## src/rtl/adc_iq_capture.sv

```systemverilog
// Dual 10-bit ADC front end: registers I/Q, converts offset-binary to two's complement and
// captures armed frames into a first-word-fall-through FIFO. Macro OTR_SATURATE_EN saturates over-range samples.
module adc_iq_capture #(
  parameter int FRAME_LEN  = 4096,
  parameter int FIFO_DEPTH = 16,
  parameter int SETTLE_CYC = 4
) (
  input  logic       clk_rom,
  input  logic       rst_n,
  input  logic [9:0] ad1_data,
  input  logic       ad1_otr,
  input  logic [9:0] ad2_data,
  input  logic       ad2_otr,
  input  logic       arm,
  output logic       ad_oe_n,
  output logic       m_valid,
  input  logic       m_ready,
  output logic [9:0] m_i,
  output logic [9:0] m_q,
  output logic       m_last,
  output logic       busy,
  output logic       done,
  output logic [1:0] otr_sticky,
  output logic       drop_sticky
);
  localparam int AW = $clog2(FIFO_DEPTH);
  localparam logic [1:0] ST_IDLE    = 2'd0;
  localparam logic [1:0] ST_SETTLE  = 2'd1;
  localparam logic [1:0] ST_CAPTURE = 2'd2;
  localparam logic [1:0] ST_DONE    = 2'd3;
  localparam logic [7:0]  SETTLE_LAST = 8'(SETTLE_CYC - 1);
  localparam logic [15:0] FRAME_LAST  = 16'(FRAME_LEN - 1);
  localparam logic [AW:0] CNT_FULL    = (AW + 1)'(FIFO_DEPTH);
  localparam logic [AW:0] CNT_ONE     = (AW + 1)'(1);
  localparam logic [AW-1:0] PTR_ONE   = AW'(1);

  function automatic logic [9:0] to_twos(input logic [9:0] raw);
    return {~raw[9], raw[8:0]};
  endfunction

  logic [9:0]  ad1_q, ad2_q;
  logic        ad1_otr_q, ad2_otr_q;
  logic [1:0]  state_q, state_d;
  logic [7:0]  settle_q, settle_d;
  logic [15:0] samp_q, samp_d;
  logic [1:0]  otr_q, otr_d;
  logic        drop_q, drop_d;
  logic        ad_oe_n_q, ad_oe_n_d;
  logic        busy_q, busy_d;
  logic        done_q, done_d;
  logic        m_valid_q, m_valid_d;
  logic [AW-1:0] wr_ptr_q, wr_ptr_d, rd_ptr_q, rd_ptr_d;
  logic [AW:0]   count_q, count_d;
  logic [20:0]   fifo_q [FIFO_DEPTH];
  logic          capture, full, pop, push, drop;
  logic [9:0]    i_conv, q_conv;

  assign capture = (state_q == ST_CAPTURE);
  assign full    = (count_q == CNT_FULL);
  assign pop     = m_valid_q && m_ready;
  // A pop in the same cycle frees the slot, so a full FIFO only drops without one.
  assign push    = capture && (!full || pop);
  assign drop    = capture && full && !pop;

  // Sample conversion, with optional saturation of over-range channels.
  always_comb begin
    i_conv = to_twos(ad1_q);
    q_conv = to_twos(ad2_q);
`ifdef OTR_SATURATE_EN
    if (ad1_otr_q) i_conv = ad1_q[9] ? 10'h1FF : 10'h200;
    if (ad2_otr_q) q_conv = ad2_q[9] ? 10'h1FF : 10'h200;
`endif
  end

  // Frame sequencing and sticky status.
  always_comb begin
    state_d  = state_q;
    settle_d = settle_q;
    samp_d   = samp_q;
    otr_d    = otr_q;
    drop_d   = drop_q;
    case (state_q)
      ST_IDLE: begin
        if (arm) begin
          otr_d    = 2'b00;
          drop_d   = 1'b0;
          settle_d = 8'd0;
          samp_d   = 16'd0;
          state_d  = (SETTLE_CYC == 0) ? ST_CAPTURE : ST_SETTLE;
        end
      end
      ST_SETTLE: begin
        if (settle_q == SETTLE_LAST) state_d = ST_CAPTURE;
        else settle_d = settle_q + 8'd1;
      end
      ST_CAPTURE: begin
        otr_d = otr_q | {ad2_otr_q, ad1_otr_q};
        if (drop) drop_d = 1'b1;
        if (samp_q == FRAME_LAST) state_d = ST_DONE;
        else samp_d = samp_q + 16'd1;
      end
      ST_DONE: state_d = ST_IDLE;
      default: state_d = ST_IDLE;
    endcase
    ad_oe_n_d = !((state_d == ST_SETTLE) || (state_d == ST_CAPTURE));
    busy_d    = (state_d != ST_IDLE);
    done_d    = (state_d == ST_DONE);
  end

  // FIFO pointers and occupancy.
  always_comb begin
    wr_ptr_d = push ? wr_ptr_q + PTR_ONE : wr_ptr_q;
    rd_ptr_d = pop ? rd_ptr_q + PTR_ONE : rd_ptr_q;
    if (push && !pop) count_d = count_q + CNT_ONE;
    else if (pop && !push) count_d = count_q - CNT_ONE;
    else count_d = count_q;
    m_valid_d = (count_d != '0);
  end

  always_ff @(posedge clk_rom or negedge rst_n) begin
    if (!rst_n) begin
      ad1_q <= 10'd0; ad2_q <= 10'd0; ad1_otr_q <= 1'b0; ad2_otr_q <= 1'b0;
      state_q <= ST_IDLE; settle_q <= 8'd0; samp_q <= 16'd0;
      otr_q <= 2'b00; drop_q <= 1'b0;
      ad_oe_n_q <= 1'b1; busy_q <= 1'b0; done_q <= 1'b0; m_valid_q <= 1'b0;
      wr_ptr_q <= '0; rd_ptr_q <= '0; count_q <= '0;
    end else begin
      ad1_q <= ad1_data; ad2_q <= ad2_data; ad1_otr_q <= ad1_otr; ad2_otr_q <= ad2_otr;
      state_q <= state_d; settle_q <= settle_d; samp_q <= samp_d;
      otr_q <= otr_d; drop_q <= drop_d;
      ad_oe_n_q <= ad_oe_n_d; busy_q <= busy_d; done_q <= done_d; m_valid_q <= m_valid_d;
      wr_ptr_q <= wr_ptr_d; rd_ptr_q <= rd_ptr_d; count_q <= count_d;
    end
  end

  // Storage is cleared on reset so the head reads zero until the first write.
  always_ff @(posedge clk_rom or negedge rst_n) begin
    if (!rst_n) begin
      for (int k = 0; k < FIFO_DEPTH; k++) fifo_q[k] <= 21'd0;
    end else if (push) begin
      fifo_q[wr_ptr_q] <= {samp_q == FRAME_LAST, i_conv, q_conv};
    end
  end

  assign ad_oe_n     = ad_oe_n_q;
  assign m_valid     = m_valid_q;
  assign m_last      = fifo_q[rd_ptr_q][20];
  assign m_i         = fifo_q[rd_ptr_q][19:10];
  assign m_q         = fifo_q[rd_ptr_q][9:0];
  assign busy        = busy_q;
  assign done        = done_q;
  assign otr_sticky  = otr_q;
  assign drop_sticky = drop_q;
endmodule

```

## config.mk

```make
export PLATFORM = sky130hd
export DESIGN_NAME = adc_iq_capture
export DESIGN_NICKNAME = d
export VERILOG_FILES = /design/src/rtl/adc_iq_capture.sv
export SDC_FILE = /design/constraint.sdc
export NUM_CORES = 1
export LEC_CHECK = 0
export ABC_AREA = 1
export BUFFER_PORTS_ARGS = -buffer_cell sky130_fd_sc_hd__buf_2
export CAP_MARGIN = 20
export CORE_ASPECT_RATIO = 1.1
export CORE_MARGIN = 4
export CORE_UTILIZATION = 35
export DETAILED_ROUTE_END_ITERATION = 8
export SYNTH_ARGS = -nofsm -noshare
export SYNTH_HDL_FRONTEND = slang
export SYNTH_SLANG_ARGS = --single-unit
```

## constraint.sdc

```tcl
create_clock -name clk_rom -period 4.39 [get_ports clk_rom]
set_clock_uncertainty 0.15 [all_clocks]
set_input_delay 0.878 -clock clk_rom [delete_from_list [all_inputs] [get_ports clk_rom]]
set_output_delay 0.878 -clock clk_rom [all_outputs]
set_load 0.01 [all_outputs]
```

# ---- Yosys cells after proc, flatten, opt, wreduce, memory -nomap -nowiden
# Index checks and enable logic that the tools add are counted.
dict set report word_totals {
  elab_cells 104
  register_bits 404
  out_inout_bits 28
}
dict set report classes {
  n_eq_ne 13
  add_sub_neg 6
  order_cmp 3
  n_reduce_logical 22
  muxes 23
  bitwise_logic 5
}
# operator count
set ops {}
lappend ops {{$bwmux 336} 1}
lappend ops {{$bmux 21 s4} 1}
lappend ops {{$demux 21 s4} 1}
lappend ops {{$mux 21} 3}
lappend ops {{$mux 16} 2}
lappend ops {{$pmux 16 s2} 1}
lappend ops {{$add 16x1->16 const B} 1}
lappend ops {{$eq 16x12->1 const B} 1}
lappend ops {{$mux 8} 2}
lappend ops {{$pmux 8 s2} 1}
lappend ops {{$ge 5x5->1 const B} 2}
lappend ops {{$mux 5} 2}
lappend ops {{$not 4->5} 2}
lappend ops {{$reduce_and 3->1} 3}
lappend ops {{$add 4x1->4 const B} 2}
lappend ops {{$add 8x1->8 const B} 1}
lappend ops {{$eq 2x2->1 const B} 4}
lappend ops {{$eq 8x2->1 const B} 1}
lappend ops {{$mux 2} 4}
lappend ops {{$pmux 2 s4} 1}
lappend ops {{$logic_and 1x1->1} 7}
lappend ops {{$ne 2x2->1 const B} 3}
lappend ops {{$reduce_bool 2->1} 3}
lappend ops {{$add 5x1->5 const B} 1}
lappend ops {{other kinds (15)} 22}

# ---- Longest topological paths before layout
dict set report depth {
  depth_word 9
  ltp_mapped 11
  ltp_nobuf 10
}

# ---- Least setup slack after synthesis
# OpenSTA, ideal clock, no wires.
dict set report synth_path {
  kind {flip-flop to output port}
  start {register rd_ptr_q[0]}
  end {output m_i[1]}
  stages_incl_launch_ff 9
  setup_slack_ns 1.960
  path_buffers 4
  arrival_time_ns 1.402
  t_required_ns 3.362
  cell_sequence {dfrtp_1 buf_2 buf_4 buf_2 buf_4 o21ai_0 o211ai_1 nand3_1 nand2_1}
}
dict set report synth_between {
  elab_chain_len 4
}
# item line_no
set synth_rtl {}
lappend synth_rtl {{start: declaration} 52} ;# logic [AW-1:0] wr_ptr_q, wr_ptr_d, rd_ptr_q, rd_ptr_d;
lappend synth_rtl {{start signal: assignment} 132} ;# wr_ptr_q <= wr_ptr_d; rd_ptr_q <= rd_ptr_d; count_q <= count_d;
lappend synth_rtl {{$not 4->5 (implied by the code)} 148} ;# assign m_i = fifo_q[rd_ptr_q][19:10];
lappend synth_rtl {{$bmux 21 s4} 148}
lappend synth_rtl {{$mux 21 (2 in a row)} n/a}
lappend synth_rtl {{end: declaration} 18} ;# output logic [9:0] m_i,
# Every way passes these cells. The select of a mux whose other input is x is not followed.

# ---- Final worst setup path
dict set report layout_path {
  start {register rd_ptr_q[0]}
  end {output m_i[2]}
}
# Same word-level chain as after synthesis.

==> results by group <==
Synth
  • Leading area contributor after synthesis: dfrtp_1
  • Ys async rst share: 100%
  • Main flop type after synthesis: dfrtp_1
  • EDFF count, synth: 0
  • Count of unique library cells instantiated by Yosys: 33
  • Sequential cell area fraction in the yosys report: 55.1%
  • Mapped Nets: 2174
  • Post-Synthesis Cells: 2137
  • Synth top area cells: dfrtp_1, nand2_1, o21ai_1
  • Yosys Warn Count: 0
  • Synth Cell Area: 18400 sq um
  • Most numerous cell in the Yosys netlist: nand2_1
  • Top post-synthesis cells by count: nand2_1, dfrtp_1, o21ai_1, nor2_1, o21ai_0
  • Synth top area share: 54.9%
  • Mean Syn Cell Area: 8.59 sq um
  • Yosys reg bits: 404

Clock tree
  • Clk buf depth: 3
  • Gates resized, CTS repair: 0
  • Root Driver: clkbuf_16
  • Clock Latency Late Sink: 0.56 ns
  • H-tree depth: 2
  • Number of buffers created by CTS: 43
  • CTS Hold Bufs: 0
  • CTS tree: yes
  • CTS clk-pin slew, worst paths: 0.06 ns
  • TritonCTS Sinks: 404
  • Setup bufs post-CTS: 0

Pwr
  • Total power: 11.6 mW
  • Max VDD drop: 0.605 mV
  • Leak Pwr: 9.21 nW
  • Pwr Density: 571 nW/um^2

Die
  • Chip Height: 248 um
  • IO Count: 54
  • Rows: 87
  • DIE AREA: 56200 sq um
  • Starting Density: 35.6%
  • Core footprint: 51600 sq um
  • Die width: 226 um

Timing
  • Fin. Hold Viols: 0
  • Period Utilization, post-route: 84.1%
  • Peak Freq: 271 MHz
  • Unrepaired setup endpoints after global routing: false
  • Final setup viols: 0
  • Actual slew at the worst max-slew pin: 1.11 ns
  • Slew Viols, Final: 0
  • Setup TNS: 0 ns
  • Worst relative slew slack: 25.6%
  • Minimum clock period: 3.69 ns

Finish
  • Layout Utilization: 39.5%
  • Layout cells sized above 1: 8.27%
  • Area grow syn2layout: 10.9%
  • Final #Nets: 2134
  • N_diodes: 0

GRT
  • First-pass GRT wire length: 80800 um
  • Pin count of the biggest net entering global routing: 171
  • Vias in the first global route: 14500
  • Gr ovfl total: 0
  • Initial antenna violation count: 3
  • GRT Resource Usage Total: 17.9%

Worst setup path
  • R2R Setup Slk: 1.73 ns
  • Critical Path Start Type: register
  • Data required, critical path: 3.36 ns
  • Crit end category: primary output
  • R2R Path Start: state_q[1]$_DFF_PN0_
  • R2R depth: 7
  • Critical path data arrival time: 2.67 ns
  • R2R Path End: fifo_q[201]$_DFFE_PN0P_
  • Crit path max fanout: 45
  • Critical path type: register to primary output

Run
  • Max Cap Viol: 0

Placement
  • GP Congestion: 0.783
  • Number of port buffers: 53
  • Hpwl dp: 27000 um

Route
  • Vias/cell: 5.26
  • DRT Wirelength: 49300 um
  • Mean routed wirelength per cell: 17.7 um
  • Post-route DRC: 0
  • Pre-antenna DRT Iters: 7
  • Vias: 14700
  • Routed Antenna Nets: 0
  • Initial drt markers: 1126

Hold path
  • Hold crit path type: input pin to asynchronous set/reset pin

Run status
  • Outcome: completed
[critical path: stages, from the launching register on]
cell	delay, ns
dfrtp_4	0.50
inv_4	0.40
buf_4	0.38
o21ai_0	0.12
o211ai_1	0.29
nand3_1	0.12
nand2_1	0.13
buf_2	0.15
[how the worst max path moves through the flow]
stage                             from     end  slack, ns  cells past startpoint
4_1_cts        rd_ptr_q[0]$_DFFE_PN0P_  m_i[2]       0.66                      7
3_3_place_gp   rd_ptr_q[0]$_DFFE_PN0P_  m_last       1.29                      9
2_1_floorplan  rd_ptr_q[0]$_DFFE_PN0P_  m_i[1]       1.96                      8
6_report       rd_ptr_q[0]$_DFFE_PN0P_  m_i[2]       0.70                      7
5_1_grt        rd_ptr_q[0]$_DFFE_PN0P_  m_last       0.44                      9
3_5_place_dp   rd_ptr_q[0]$_DFFE_PN0P_  m_i[2]       1.28                      7
[power by group]
part | leakage, nW | switching (mW) | internal (mW)
Clock | 0.701 | 1.51 | 2.26
Combinational | 3.01 | 2.54 | 1.21
Sequential | 5.50 | 0.222 | 3.90
Total | 9.21 | 4.27 | 7.37
[metrics by stage]
stage | std cells | hold slack (ns) | area, sq um | setup WS (ns)
2_1_floorplan | 2137 | 0.298 | 18400 | 1.96
3_3_place_gp | 2716 | 0.310 | 18900 | 1.29
3_5_place_dp | 2716 | 0.311 | 18900 | 1.28
4_1_cts | 2792 | 0.231 | 20300 | 0.657
5_1_grt | 2795 | 0.243 | 20400 | 0.438
6_report | 2795 | 0.216 | 20400 | 0.696
[flip-flops by register name (all words and copies together) (netlist names), 2 cells and up]
name / flops
ad1_q: 10
ad2_q: 10
count_q: 5
fifo_q: 336
otr_sticky: 2
rd_ptr_q: 4
samp_q: 16
settle_q: 8
state_q: 2
wr_ptr_q: 4
[metal layers]
metal	track usage [%]	up-vias	part of all wire, %
met5	0	-	0.081
met4	4.94	6	2.3
met3	3.30	76	6.0
met2	28.5	398	46
met1	25.3	7178	46
li1	-	7046	-
[layout by cell type, fill, tap and decap left out, drive strengths merged]
cell type,instances
nand4,9
bufinv,5
xor2,17
dfrtp,403
nand3,83
clkbuf,63
nand2,471
dfstp,1
clkinv,5
o21ai,528
nand3b,1
ha,11
clkinvlp,2
or2,3
o21bai,3
inv,64
o211ai,84
o22ai,2
buf,73
a21oi,4
nor3,4
nor2,292
[cells by family (layout without fill, tap and decap cells)]
| group | count (synthesis) | count (layout) | share of synthesized area, % |
|---|---|---|---|
| DFF | 404 | 404 | 55.1 |
| buffers and inverters | 221 | 212 | 5.77 |
| AOI/OAI and AO/OA | 621 | 621 | 18.1 |
| and+or+nand+nor | 863 | 863 | 19.5 |
| xor gates and xnor gates | 17 | 17 | 0.811 |
| adders and majority gates | 11 | 11 | 0.750 |
[layout make-up]
cell class	instances	area (sq um)
Sequential cell	404	10100
Inverter	63	239
Tap cell	667	835
Clock inverter	13	199
Fill cell	5228	31200
Multi-Input combinational cell	1512	7190
Timing Repair Buffer	73	538
Clock buffer	63	1240
No activity file was read; power rests on OpenSTA's default activity.
